## src/rtl/core_pkg.sv

```systemverilog
// Shared types for the memory port arbiter: FSM states, port owner and word-address helpers.
package core_pkg;

   localparam int WADDR_W = 30;

   typedef enum logic [1:0] {
      ST_IDLE   = 2'd0,
      ST_ACCESS = 2'd1,
      ST_RESP   = 2'd2
   } arb_state_e;

   typedef enum logic {
      OWN_IF = 1'b0,
      OWN_DM = 1'b1
   } owner_e;

   function automatic logic [WADDR_W-1:0] word_index(input logic [31:0] byte_addr);
      return byte_addr[31:2];
   endfunction

endpackage

```

## src/rtl/mem_port_arbiter_if.sv

```systemverilog
// Requester and memory-side signals of the arbiter; slave is the arbiter's view.
interface mem_port_arbiter_if;
   import core_pkg::*;

   logic               if_req;
   logic [31:0]        if_addr;
   logic               if_flush;
   logic               if_ack;
   logic [31:0]        if_rdata;
   logic               dm_req;
   logic               dm_we;
   logic [31:0]        dm_addr;
   logic [31:0]        dm_wdata;
   logic               dm_ack;
   logic [31:0]        dm_rdata;
   logic [WADDR_W-1:0] mem_addr;
   logic [31:0]        mem_wdata;
   logic               mem_re;
   logic               mem_we;
   logic [31:0]        mem_rdata;
   logic               stall;

   modport slave (
      input  if_req, if_addr, if_flush, dm_req, dm_we, dm_addr, dm_wdata, mem_rdata,
      output if_ack, if_rdata, dm_ack, dm_rdata, mem_addr, mem_wdata, mem_re, mem_we, stall
   );

   modport master (
      output if_req, if_addr, if_flush, dm_req, dm_we, dm_addr, dm_wdata, mem_rdata,
      input  if_ack, if_rdata, dm_ack, dm_rdata, mem_addr, mem_wdata, mem_re, mem_we, stall
   );

endinterface

```

## src/rtl/mem_access_timer.sv

```systemverilog
// Access-length down-counter: loads MEM_LAT-1 at grant, flags the last and next-to-last cycles.
module mem_access_timer #(
   parameter int MEM_LAT = 1
) (
   input  logic clk,
   input  logic rst,
   input  logic load,
   input  logic run,
   output logic last,
   output logic penult
);

   localparam int CW = (MEM_LAT > 1) ? $clog2(MEM_LAT) : 1;
   localparam logic [CW-1:0] LOAD_VAL = CW'(MEM_LAT - 1);

   logic [CW-1:0] cnt_q;
   logic [CW-1:0] cnt_d;

   always_comb begin
      cnt_d = cnt_q;
      if (load) begin
         cnt_d = LOAD_VAL;
      end else if (run && (cnt_q != '0)) begin
         cnt_d = cnt_q - CW'(1);
      end
   end

   always_ff @(posedge clk or posedge rst) begin
      if (rst) begin
         cnt_q <= '0;
      end else begin
         cnt_q <= cnt_d;
      end
   end

   assign last   = (cnt_q == '0);
   assign penult = (cnt_q == CW'(1));

endmodule

```

## src/rtl/mem_port_arbiter.sv

```systemverilog
// Shares one word memory between fetch and data stages; data favoured, fetch starvation bounded
// by MAX_DATA_RUN. Each transfer is IDLE -> ACCESS (MEM_LAT cycles) -> RESP (one-cycle ack).
module mem_port_arbiter
   import core_pkg::*;
#(
   parameter int MEM_LAT      = 1,
   parameter int MAX_DATA_RUN = 4
) (
   input  logic               clk,
   input  logic               rst,
   mem_port_arbiter_if.slave  bus
);

   localparam int RW = $clog2(MAX_DATA_RUN + 1);
   localparam logic [RW-1:0] RUN_MAX = RW'(MAX_DATA_RUN);

   arb_state_e         state_q, state_d;
   owner_e             owner_q, owner_d;
   logic               we_q, we_d;
   logic               flushed_q, flushed_d;
   logic [RW-1:0]      run_q, run_d;
   logic               if_ack_q, if_ack_d;
   logic               dm_ack_q, dm_ack_d;
   logic [31:0]        if_rdata_q, if_rdata_d;
   logic [31:0]        dm_rdata_q, dm_rdata_d;
   logic [WADDR_W-1:0] mem_addr_q, mem_addr_d;
   logic [31:0]        mem_wdata_q, mem_wdata_d;
   logic               mem_re_q, mem_re_d;
   logic               mem_we_q, mem_we_d;

   logic timer_load;
   logic timer_last;
   logic timer_penult;
   logic fetch_pend;
   logic grant_if;
   logic unused_addr_bits;

   assign unused_addr_bits = ^{bus.if_addr[1:0], bus.dm_addr[1:0]};

   mem_access_timer #(.MEM_LAT(MEM_LAT)) u_timer (
      .clk    (clk),
      .rst    (rst),
      .load   (timer_load),
      .run    (state_q == ST_ACCESS),
      .last   (timer_last),
      .penult (timer_penult)
   );

   // A flushed fetch is not eligible for the grant in the same cycle.
   assign fetch_pend = bus.if_req & ~bus.if_flush;
   assign grant_if   = fetch_pend & (~bus.dm_req | (run_q >= RUN_MAX));

   always_comb begin
      state_d     = state_q;
      owner_d     = owner_q;
      we_d        = we_q;
      flushed_d   = flushed_q;
      run_d       = run_q;
      if_ack_d    = 1'b0;
      dm_ack_d    = 1'b0;
      if_rdata_d  = if_rdata_q;
      dm_rdata_d  = dm_rdata_q;
      mem_addr_d  = mem_addr_q;
      mem_wdata_d = mem_wdata_q;
      mem_re_d    = mem_re_q;
      mem_we_d    = 1'b0;
      timer_load  = 1'b0;

      case (state_q)
         ST_IDLE: begin
            if (fetch_pend || bus.dm_req) begin
               state_d    = ST_ACCESS;
               timer_load = 1'b1;
               flushed_d  = 1'b0;
               if (grant_if) begin
                  owner_d     = OWN_IF;
                  we_d        = 1'b0;
                  mem_addr_d  = word_index(bus.if_addr);
                  mem_wdata_d = '0;
                  run_d       = '0;
               end else begin
                  owner_d     = OWN_DM;
                  we_d        = bus.dm_we;
                  mem_addr_d  = word_index(bus.dm_addr);
                  mem_wdata_d = bus.dm_wdata;
                  if (bus.if_req && (run_q < RUN_MAX)) begin
                     run_d = run_q + RW'(1);
                  end
               end
               mem_re_d = ~we_d;
               mem_we_d = we_d && (MEM_LAT == 1);
            end
         end
         ST_ACCESS: begin
            if ((owner_q == OWN_IF) && bus.if_flush) begin
               flushed_d = 1'b1;
            end
            if (timer_last) begin
               state_d  = ST_RESP;
               mem_re_d = 1'b0;
               if (owner_q == OWN_DM) begin
                  dm_ack_d   = 1'b1;
                  dm_rdata_d = we_q ? 32'h0 : bus.mem_rdata;
               end else if (!(flushed_q || bus.if_flush)) begin
                  if_ack_d   = 1'b1;
                  if_rdata_d = bus.mem_rdata;
               end
            end else begin
               // Strobe lands on the final access cycle only.
               mem_we_d = we_q & timer_penult;
            end
         end
         ST_RESP: begin
            state_d = ST_IDLE;
         end
         default: begin
            state_d = ST_IDLE;
         end
      endcase

      if (!bus.if_req) begin
         run_d = '0;
      end
   end

   always_ff @(posedge clk or posedge rst) begin
      if (rst) begin
         state_q     <= ST_IDLE;
         owner_q     <= OWN_IF;
         we_q        <= 1'b0;
         flushed_q   <= 1'b0;
         run_q       <= '0;
         if_ack_q    <= 1'b0;
         dm_ack_q    <= 1'b0;
         if_rdata_q  <= '0;
         dm_rdata_q  <= '0;
         mem_addr_q  <= '0;
         mem_wdata_q <= '0;
         mem_re_q    <= 1'b0;
         mem_we_q    <= 1'b0;
      end else begin
         state_q     <= state_d;
         owner_q     <= owner_d;
         we_q        <= we_d;
         flushed_q   <= flushed_d;
         run_q       <= run_d;
         if_ack_q    <= if_ack_d;
         dm_ack_q    <= dm_ack_d;
         if_rdata_q  <= if_rdata_d;
         dm_rdata_q  <= dm_rdata_d;
         mem_addr_q  <= mem_addr_d;
         mem_wdata_q <= mem_wdata_d;
         mem_re_q    <= mem_re_d;
         mem_we_q    <= mem_we_d;
      end
   end

   assign bus.if_ack    = if_ack_q;
   assign bus.dm_ack    = dm_ack_q;
   assign bus.if_rdata  = if_rdata_q;
   assign bus.dm_rdata  = dm_rdata_q;
   assign bus.mem_addr  = mem_addr_q;
   assign bus.mem_wdata = mem_wdata_q;
   assign bus.mem_re    = mem_re_q;
   assign bus.mem_we    = mem_we_q;
   assign bus.stall     = (bus.if_req & ~if_ack_q) | (bus.dm_req & ~dm_ack_q);

endmodule

```

## src/flat_wrapper.sv

```systemverilog
// flat-port wrapper written by rule: the top's interface ports become plain ports
module mem_port_arbiter_flat import core_pkg::*;
#(
   parameter int MEM_LAT      = 1,
   parameter int MAX_DATA_RUN = 4
)
  (clk, rst, bus_if_req, bus_if_addr, bus_if_flush, bus_dm_req, bus_dm_we, bus_dm_addr, bus_dm_wdata, bus_mem_rdata, bus_if_ack, bus_if_rdata, bus_dm_ack, bus_dm_rdata, bus_mem_addr, bus_mem_wdata, bus_mem_re, bus_mem_we, bus_stall);
  mem_port_arbiter_if bus_i ();
  input  logic clk;
  input  logic rst;
  input wire logic [$bits(bus_i.if_req)-1:0] bus_if_req;
  input wire logic [$bits(bus_i.if_addr)-1:0] bus_if_addr;
  input wire logic [$bits(bus_i.if_flush)-1:0] bus_if_flush;
  input wire logic [$bits(bus_i.dm_req)-1:0] bus_dm_req;
  input wire logic [$bits(bus_i.dm_we)-1:0] bus_dm_we;
  input wire logic [$bits(bus_i.dm_addr)-1:0] bus_dm_addr;
  input wire logic [$bits(bus_i.dm_wdata)-1:0] bus_dm_wdata;
  input wire logic [$bits(bus_i.mem_rdata)-1:0] bus_mem_rdata;
  output wire logic [$bits(bus_i.if_ack)-1:0] bus_if_ack;
  output wire logic [$bits(bus_i.if_rdata)-1:0] bus_if_rdata;
  output wire logic [$bits(bus_i.dm_ack)-1:0] bus_dm_ack;
  output wire logic [$bits(bus_i.dm_rdata)-1:0] bus_dm_rdata;
  output wire logic [$bits(bus_i.mem_addr)-1:0] bus_mem_addr;
  output wire logic [$bits(bus_i.mem_wdata)-1:0] bus_mem_wdata;
  output wire logic [$bits(bus_i.mem_re)-1:0] bus_mem_re;
  output wire logic [$bits(bus_i.mem_we)-1:0] bus_mem_we;
  output wire logic [$bits(bus_i.stall)-1:0] bus_stall;
  assign bus_i.if_req = bus_if_req;
  assign bus_i.if_addr = bus_if_addr;
  assign bus_i.if_flush = bus_if_flush;
  assign bus_i.dm_req = bus_dm_req;
  assign bus_i.dm_we = bus_dm_we;
  assign bus_i.dm_addr = bus_dm_addr;
  assign bus_i.dm_wdata = bus_dm_wdata;
  assign bus_i.mem_rdata = bus_mem_rdata;
  assign bus_if_ack = bus_i.if_ack;
  assign bus_if_rdata = bus_i.if_rdata;
  assign bus_dm_ack = bus_i.dm_ack;
  assign bus_dm_rdata = bus_i.dm_rdata;
  assign bus_mem_addr = bus_i.mem_addr;
  assign bus_mem_wdata = bus_i.mem_wdata;
  assign bus_mem_re = bus_i.mem_re;
  assign bus_mem_we = bus_i.mem_we;
  assign bus_stall = bus_i.stall;
  mem_port_arbiter #(.MEM_LAT(MEM_LAT), .MAX_DATA_RUN(MAX_DATA_RUN)) u_core (.clk(clk), .rst(rst), .bus(bus_i));
endmodule
```

## config.mk

```make
export PLATFORM = sky130hd
export DESIGN_NAME = mem_port_arbiter_flat
export DESIGN_NICKNAME = d
export VERILOG_FILES = /design/src/rtl/core_pkg.sv /design/src/rtl/mem_port_arbiter_if.sv /design/src/rtl/mem_access_timer.sv /design/src/rtl/mem_port_arbiter.sv /design/src/flat_wrapper.sv
export SDC_FILE = /design/constraint.sdc
export NUM_CORES = 1
export LEC_CHECK = 0
export BUFFER_PORTS_ARGS = -buffer_cell sky130_fd_sc_hd__buf_2
export CAP_MARGIN = 20
export CORE_MARGIN = 5
export CORE_UTILIZATION = 51
export DETAILED_ROUTE_END_ITERATION = 7
export PLACE_DENSITY = 0.86
export SLEW_MARGIN = 20
export SYNTH_ARGS = -nofsm -noshare
export SYNTH_HDL_FRONTEND = slang
export SYNTH_HIERARCHICAL = 1
export SYNTH_SLANG_ARGS = --single-unit
```

## constraint.sdc

```tcl
create_clock -name clk -period 8.85 [get_ports clk]
set_input_delay 1.77 -clock clk [delete_from_list [all_inputs] [get_ports clk]]
set_output_delay 1.77 -clock clk [all_outputs]
set_load 0.05 [all_outputs]
```

After elaboration in Yosys (flattened, before gate mapping):

Index checks and enable logic that the tools add are counted.

* flip-flop bits (word level): 139
* latch bits: 0
* RAM bits: 0
* bits in read-only memories: 0
* input bits: 134
* word-level logic and storage cells: 90
* memories kept: 0

* add/subtract/negate cells: 2
* $mul: 0
* div/mod/pow operators: 0
* order comparisons: 2
* equal/unequal tests: 7
* shifts and indexed selects: 0
* mux-type cells: 35
* bitwise logic cells: 15
* reductions and logical operators: 15

Operator list (number)
* $mux W32: 2
* $mux W30: 1
* $mux W1: 21
* $mux W3: 5
* $reduce_and A3 Y1: 4
* $ne A2 B1 Y1 const B: 4
* $not A1 Y1: 8
* $pmux W1 S2: 3
* $and A1 B1 Y1: 5
* $mux W2: 2
* $pmux W2 S2: 1
* $reduce_and A2 Y1: 2
* $reduce_and A4 Y1: 1
* $reduce_bool A2 Y1: 2
* $add A3 B1 Y3 const B: 1
* $ge A3 B3 Y1 const B: 1
* $logic_and A1 B1 Y1: 3
* $lt A3 B3 Y1 const B: 1
* $ne A3 B1 Y1 const B: 1
* $eq A2 B1 Y1 const B: 1
* $logic_not A2 Y1: 1
* $logic_or A1 B1 Y1: 2
* $ne A2 B2 Y1 const B: 1
* $or A1 B1 Y1: 2
* $sub A1 B1 Y1 const B: 1

Logic depth before layout (Yosys ltp):

* word-level depth: 9
* gate-level depth with buffers: 8
* mapped depth without buffers: 6

Cells and area by module:

Netlist, hierarchy kept.

Modules (own cells, without submodules)
* mem_port_arbiter: times used 1, cells an instance 525, area each 5736.8 µm², seq. area each 3453.3 µm²
* mem_access_timer: times used 1, cells an instance 4, area each 45.0 µm², seq. area each 25.0 µm²

Worst setup path before layout:

OpenSTA, ideal clock, no wires.

* path kind: input-to-output
* start: in bus_if_req
* end: out bus_stall
* data arrival time: 2.603 ns
* setup slack: 4.477 ns
* cell stages on the path: 2
* buffers on the path: 0
* cell sequence: inv_1 > o22ai_1

* longest elaborated chain between the ends: 2

Ends and longest elaborated chain
* start: declaration: RTL line flat_wrapper.sv:11 `input wire logic [$bits(bus_i.if_req)-1:0] bus_if_req;`
* $and A1 B1 Y1: RTL line mem_port_arbiter.sv:166 `assign bus.stall = (bus.if_req & ~if_ack_q) | (bus.dm_req & ~dm_ack_q);`
* $or A1 B1 Y1: RTL line mem_port_arbiter.sv:166
* end: declaration: RTL line flat_wrapper.sv:27 `output wire logic [$bits(bus_i.stall)-1:0] bus_stall;`

No other way between the ends.

Final worst setup path:

Same ends and word-level chain as after synthesis.

==> results list <==
- In this run the tightest slew margin relative to its limit is 31.5%.
- After synthesis, flip-flops and latches occupy 60.2% of the total area.
- Switch Pwr: 0.00183 W
* Hold Violations, Final: 0
- Final worst-path cycle share: 47.6%
- IR analysis of the VDD net gives a maximum drop of 0.000332 V.
- The area growth from synthesis to layout is 33.3%.
* Worst hold path depth: 2
- In this run, post-CTS repair resized a total of 0 instances.
- Row cnt: 38
* RSZ-0062 raised after global routing: false
- The repair_antennas step left the layout with diodes totalling 0.
- Wire length of the first global-routing pass: 24,300 um
- Std-Cell Core Area: 11,000 sq um
- Most instantiated flip-flop cell in the synthesis netlist: dfrtp_1
- The cell that appears most often on the critical path is buf_2.
* Routability congestion estimate from global placement: 0.843
- For this design the static power due to leakage is 4.40 nW.
- Measured along the x axis, the die boundary spans 116 um.
* Maximum net fanout on the critical path: 4
- Count of input and output buffers: 260
- The flow ran to the end, and the final reports show no timing, DRC or antenna violations.
* Skew final: 0.0181 ns
* Slack of the worst reg-to-reg path: 6.40 ns
* Placed wire-length estimate after detailed placement: 11,200 um
- Detail-routed net length per standard cell: 16.8 um
- Counting the fill cells in the layout gives 790.
* Switch share: 50.8%
- Syn_nets: 664
- The internal power of the cells totals 0.00177 W.
- Remaining global-route overflow: 0
- Via density: 5.10
- Ratio of total power to cell area: 467 nW/um^2
* Worst slack at placement: 4.63 ns
- Endpoint of the worst-slack reg-to-reg timing path: u_core/bus.if_rdata[27]$_DFFE_PP0P_
* Cell type contributing the most total cell area after synthesis: dfrtp_1
* Effective utilization at floorplan: 52.6%
* Number of cells traversed by the worst register-to-register path: 5
* Smallest setup slack after layout: 4.64 ns
* Number of enable flip-flop cells after synthesis: 0
- Type of the setup path with the least slack: input port to output port
- Portion of total power attributed to the clock network: 17.7%
- The worst setup path is launched from an input port.
- Number of global-route vias before repair: 4,843
- Global routing consumed, over all layers together, 23.4% of the routing resources.
- In this run the worst hold path is classified as flop to flop.
- Share of total power in sequential cells: 30.5%
- For hold timing, the worst endpoint is u_core/bus.mem_wdata[26]$_DFFE_PP0P_.
* Buffer type at the clock tree root: clkbuf_16
* Layout Utilization: 70.2%
- The startpoint identified for the worst register-to-register timing path is u_core/state_q[1]$_DFFE_PP0P_.
- Worst path cell trace: buf_2 > inv_1 > o22ai_1 > buf_2
* CP peak stage delay: 0.30 ns
- Area of the multi-input gates: 2130 sq um
- Number of max-cap violations: 0
- The first routing iteration left 374 violations.
- Max Clk Rate: 0.238 GHz
- TritonCTS clock tree: yes
- The tree built by TritonCTS fans out to 139 sinks.
- Die height: 116 um
* Clock latency on the worst-skew pair: 0.41 ns
- Cell with the largest stage delay on the worst path: buf_2
* H-tree Lvls: 4
- STA classifies the critical path endpoint as an output port.
* Total wire length after detailed routing: 15,600 um
* Die Area: 13,600 sq um
- Data arrives at the worst endpoint at 2.44 ns.
* DR vias: 4,729
- In the routed design, unresolved DRC markers number 0.
- The first TritonRoute pass finished after 4 iterations.
- In this run, CTS created clock tree buffers numbering 17.
* Share of the synthesized area in the top cell type: 60.2%
- Final count of negative-setup-slack endpoints: 0
- Pin placement for this block handled 265 I/O pins.
* Ranking of synthesized cells by area: dfrtp_1, nand2_1, mux2_4, o21ai_0, mux2i_1
- Power comes to 0.00360 W.
- Number of different library cells in the post-synthesis netlist: 30
* Final slew viol count: 0
- The post-route netlist has 41.6% of its cells at a drive strength greater than 1.
* Total of flip-flops plus latches after synthesis: 139
* Number of nets at the end of the flow: 914
- A synthesized cell averages 10.9 sq um.
- Area taken by flip-flops and latches: 3480 sq um
* Clock-pin slew on the worst setup and hold paths: 0.05 ns
- Hold repair after CTS inserted 0 buffers.
- The worst hold path begins at u_core/bus.mem_wdata[26]$_DFFE_PP0P_.
- Worst Path Required: 7.08 ns
- Total setup buffers inserted after CTS: 0
- For this run, the number of Yosys warnings is 6.
* Initial antenna violation count: 1
- In this run, the combinational gates consume 51.8% of the power.
* Cell area after technology mapping: 5780 sq um
- Slew of the pin with the lowest slew margin: 1.02 ns
* Maximum number of pins on one net before global-route repair: 97
- Count of antenna-violating nets left after detailed routing: 0
- The clock period could shrink to 4.21 ns.
- In the synthesized netlist the async set-or-reset flop fraction comes to 100%.
- The longest clock path from root to sink contains 2 buffers.
- Sum of negative setup slack: 0 ns
- The cell count after synthesis came out at 529.
==> placed cells by master (no fill, tap or decap), drive strengths merged <==
cell type	instances
a211o	1
a21oi	2
a22oi	1
a31oi	1
a32o	1
and2b	1
buf	264
bufinv	1
clkbuf	25
clkinv	2
dfrtp	139
ha	1
inv	11
mux2	32
mux2i	30
nand2	134
nand2b	34
nand3	33
nor2	3
nor2b	1
nor3	1
nor3b	1
o211a	1
o21ai	64
o22ai	1
o31ai	2
or4	1
==> sequential cells by signal, indices dropped and copies added, names as in the netlist <==
| signal | flops |
|---|---|
| u_core/bus.dm_rdata | 32 |
| u_core/bus.if_rdata | 32 |
| u_core/bus.mem_wdata | 32 |
| u_core/bus.mem_addr | 30 |
| u_core/run_q | 3 |
| u_core/state_q | 2 |
| u_core/bus.dm_ack | 1 |
| u_core/bus.if_ack | 1 |
| u_core/bus.mem_re | 1 |
| u_core/bus.mem_we | 1 |
| u_core/flushed_q | 1 |
| u_core/owner_q | 1 |
| u_core/u_timer/penult | 1 |
| u_core/we_q | 1 |
==> metrics by stage <==
| step | hold slack (ns) | cells | cell area (sq um) |
|---|---|---|---|
| 3_3_place_gp | 0.445 | 899 | 7150 |
| 3_5_place_dp | 0.451 | 899 | 7150 |
| 5_1_grt | 0.489 | 928 | 7700 |
| 6_report | 0.458 | 928 | 7700 |
| 4_1_cts | 0.463 | 927 | 7680 |
| 2_1_floorplan | 0.459 | 529 | 5780 |
==> layer usage <==
| layer | vias up | track usage (%) | routed length (um) |
|---|---|---|---|
| li1 | 2253 | - | - |
| met2 | 210 | 39.3 | 8080 |
| met3 | 18 | 8.81 | 1460 |
| met4 | 2 | 7.50 | 252 |
| met5 | - | 0 | 13 |
| met1 | 2246 | 28.1 | 5790 |
==> worst max-delay path, delay by kind of cell <==
kind,cells,cell delay (ns)
buf+inv,3,0.48
compound gates,1,0.19
==> power groups by stage <==
stage / clock network [W] / registers (W) / logic (W)
finish: 0.000636 / 0.00110 / 0.00186
global route: 0.000681 / 0.00114 / 0.00197
CTS: 0.000650 / 0.00110 / 0.00187
detailed placement: 0 / 0.00110 / 0.00187
global placement: 0 / 0.00108 / 0.00183
floorplan: 0 / 0.00203 / 0.000467
==> area by class of cell <==
cell class                 count  share of cell area (%)
timing repair buffer         264                    17.5
multi-input combinational    346                    27.6
clock buffer                  25                    6.30
sequential                   139                    45.1
tap                          140                    2.27
clock inverter                 3                   0.520
inverter                      11                   0.601
==> cells in the mapped netlist, drive strengths merged, types with 2 or more instances <==
master,n
o21ai,64
buf,7
nand3,33
o31ai,2
inv,11
nand2b,34
dfrtp,139
clkbuf,26
nor2,3
mux2i,30
nand2,134
a21oi,2
mux2,32
==> logic make-up after synthesis <==
logic type	count (synthesis)	synth area share [%]
AND/OR/NAND/NOR	209	16.2
multiplexers	62	13.3
buffers and inverters	44	3.33
adder cells (fa/ha/maj)	1	0.216
AO/OA/AOI/OAI	74	6.82
flip-flops	139	60.2
==> how the worst max path moves through the flow <==
stage / from / endpoint / cells past startpoint
6_report: bus_if_req / bus_stall / 4
5_1_grt: bus_if_req / bus_stall / 4
4_1_cts: bus_if_req / bus_stall / 4
3_5_place_dp: bus_if_req / bus_stall / 4
3_3_place_gp: bus_if_req / bus_stall / 4
2_1_floorplan: rst / u_core/bus.dm_ack$_DFF_PP0_ / 1
No activity file was read; power rests on OpenSTA's default activity.
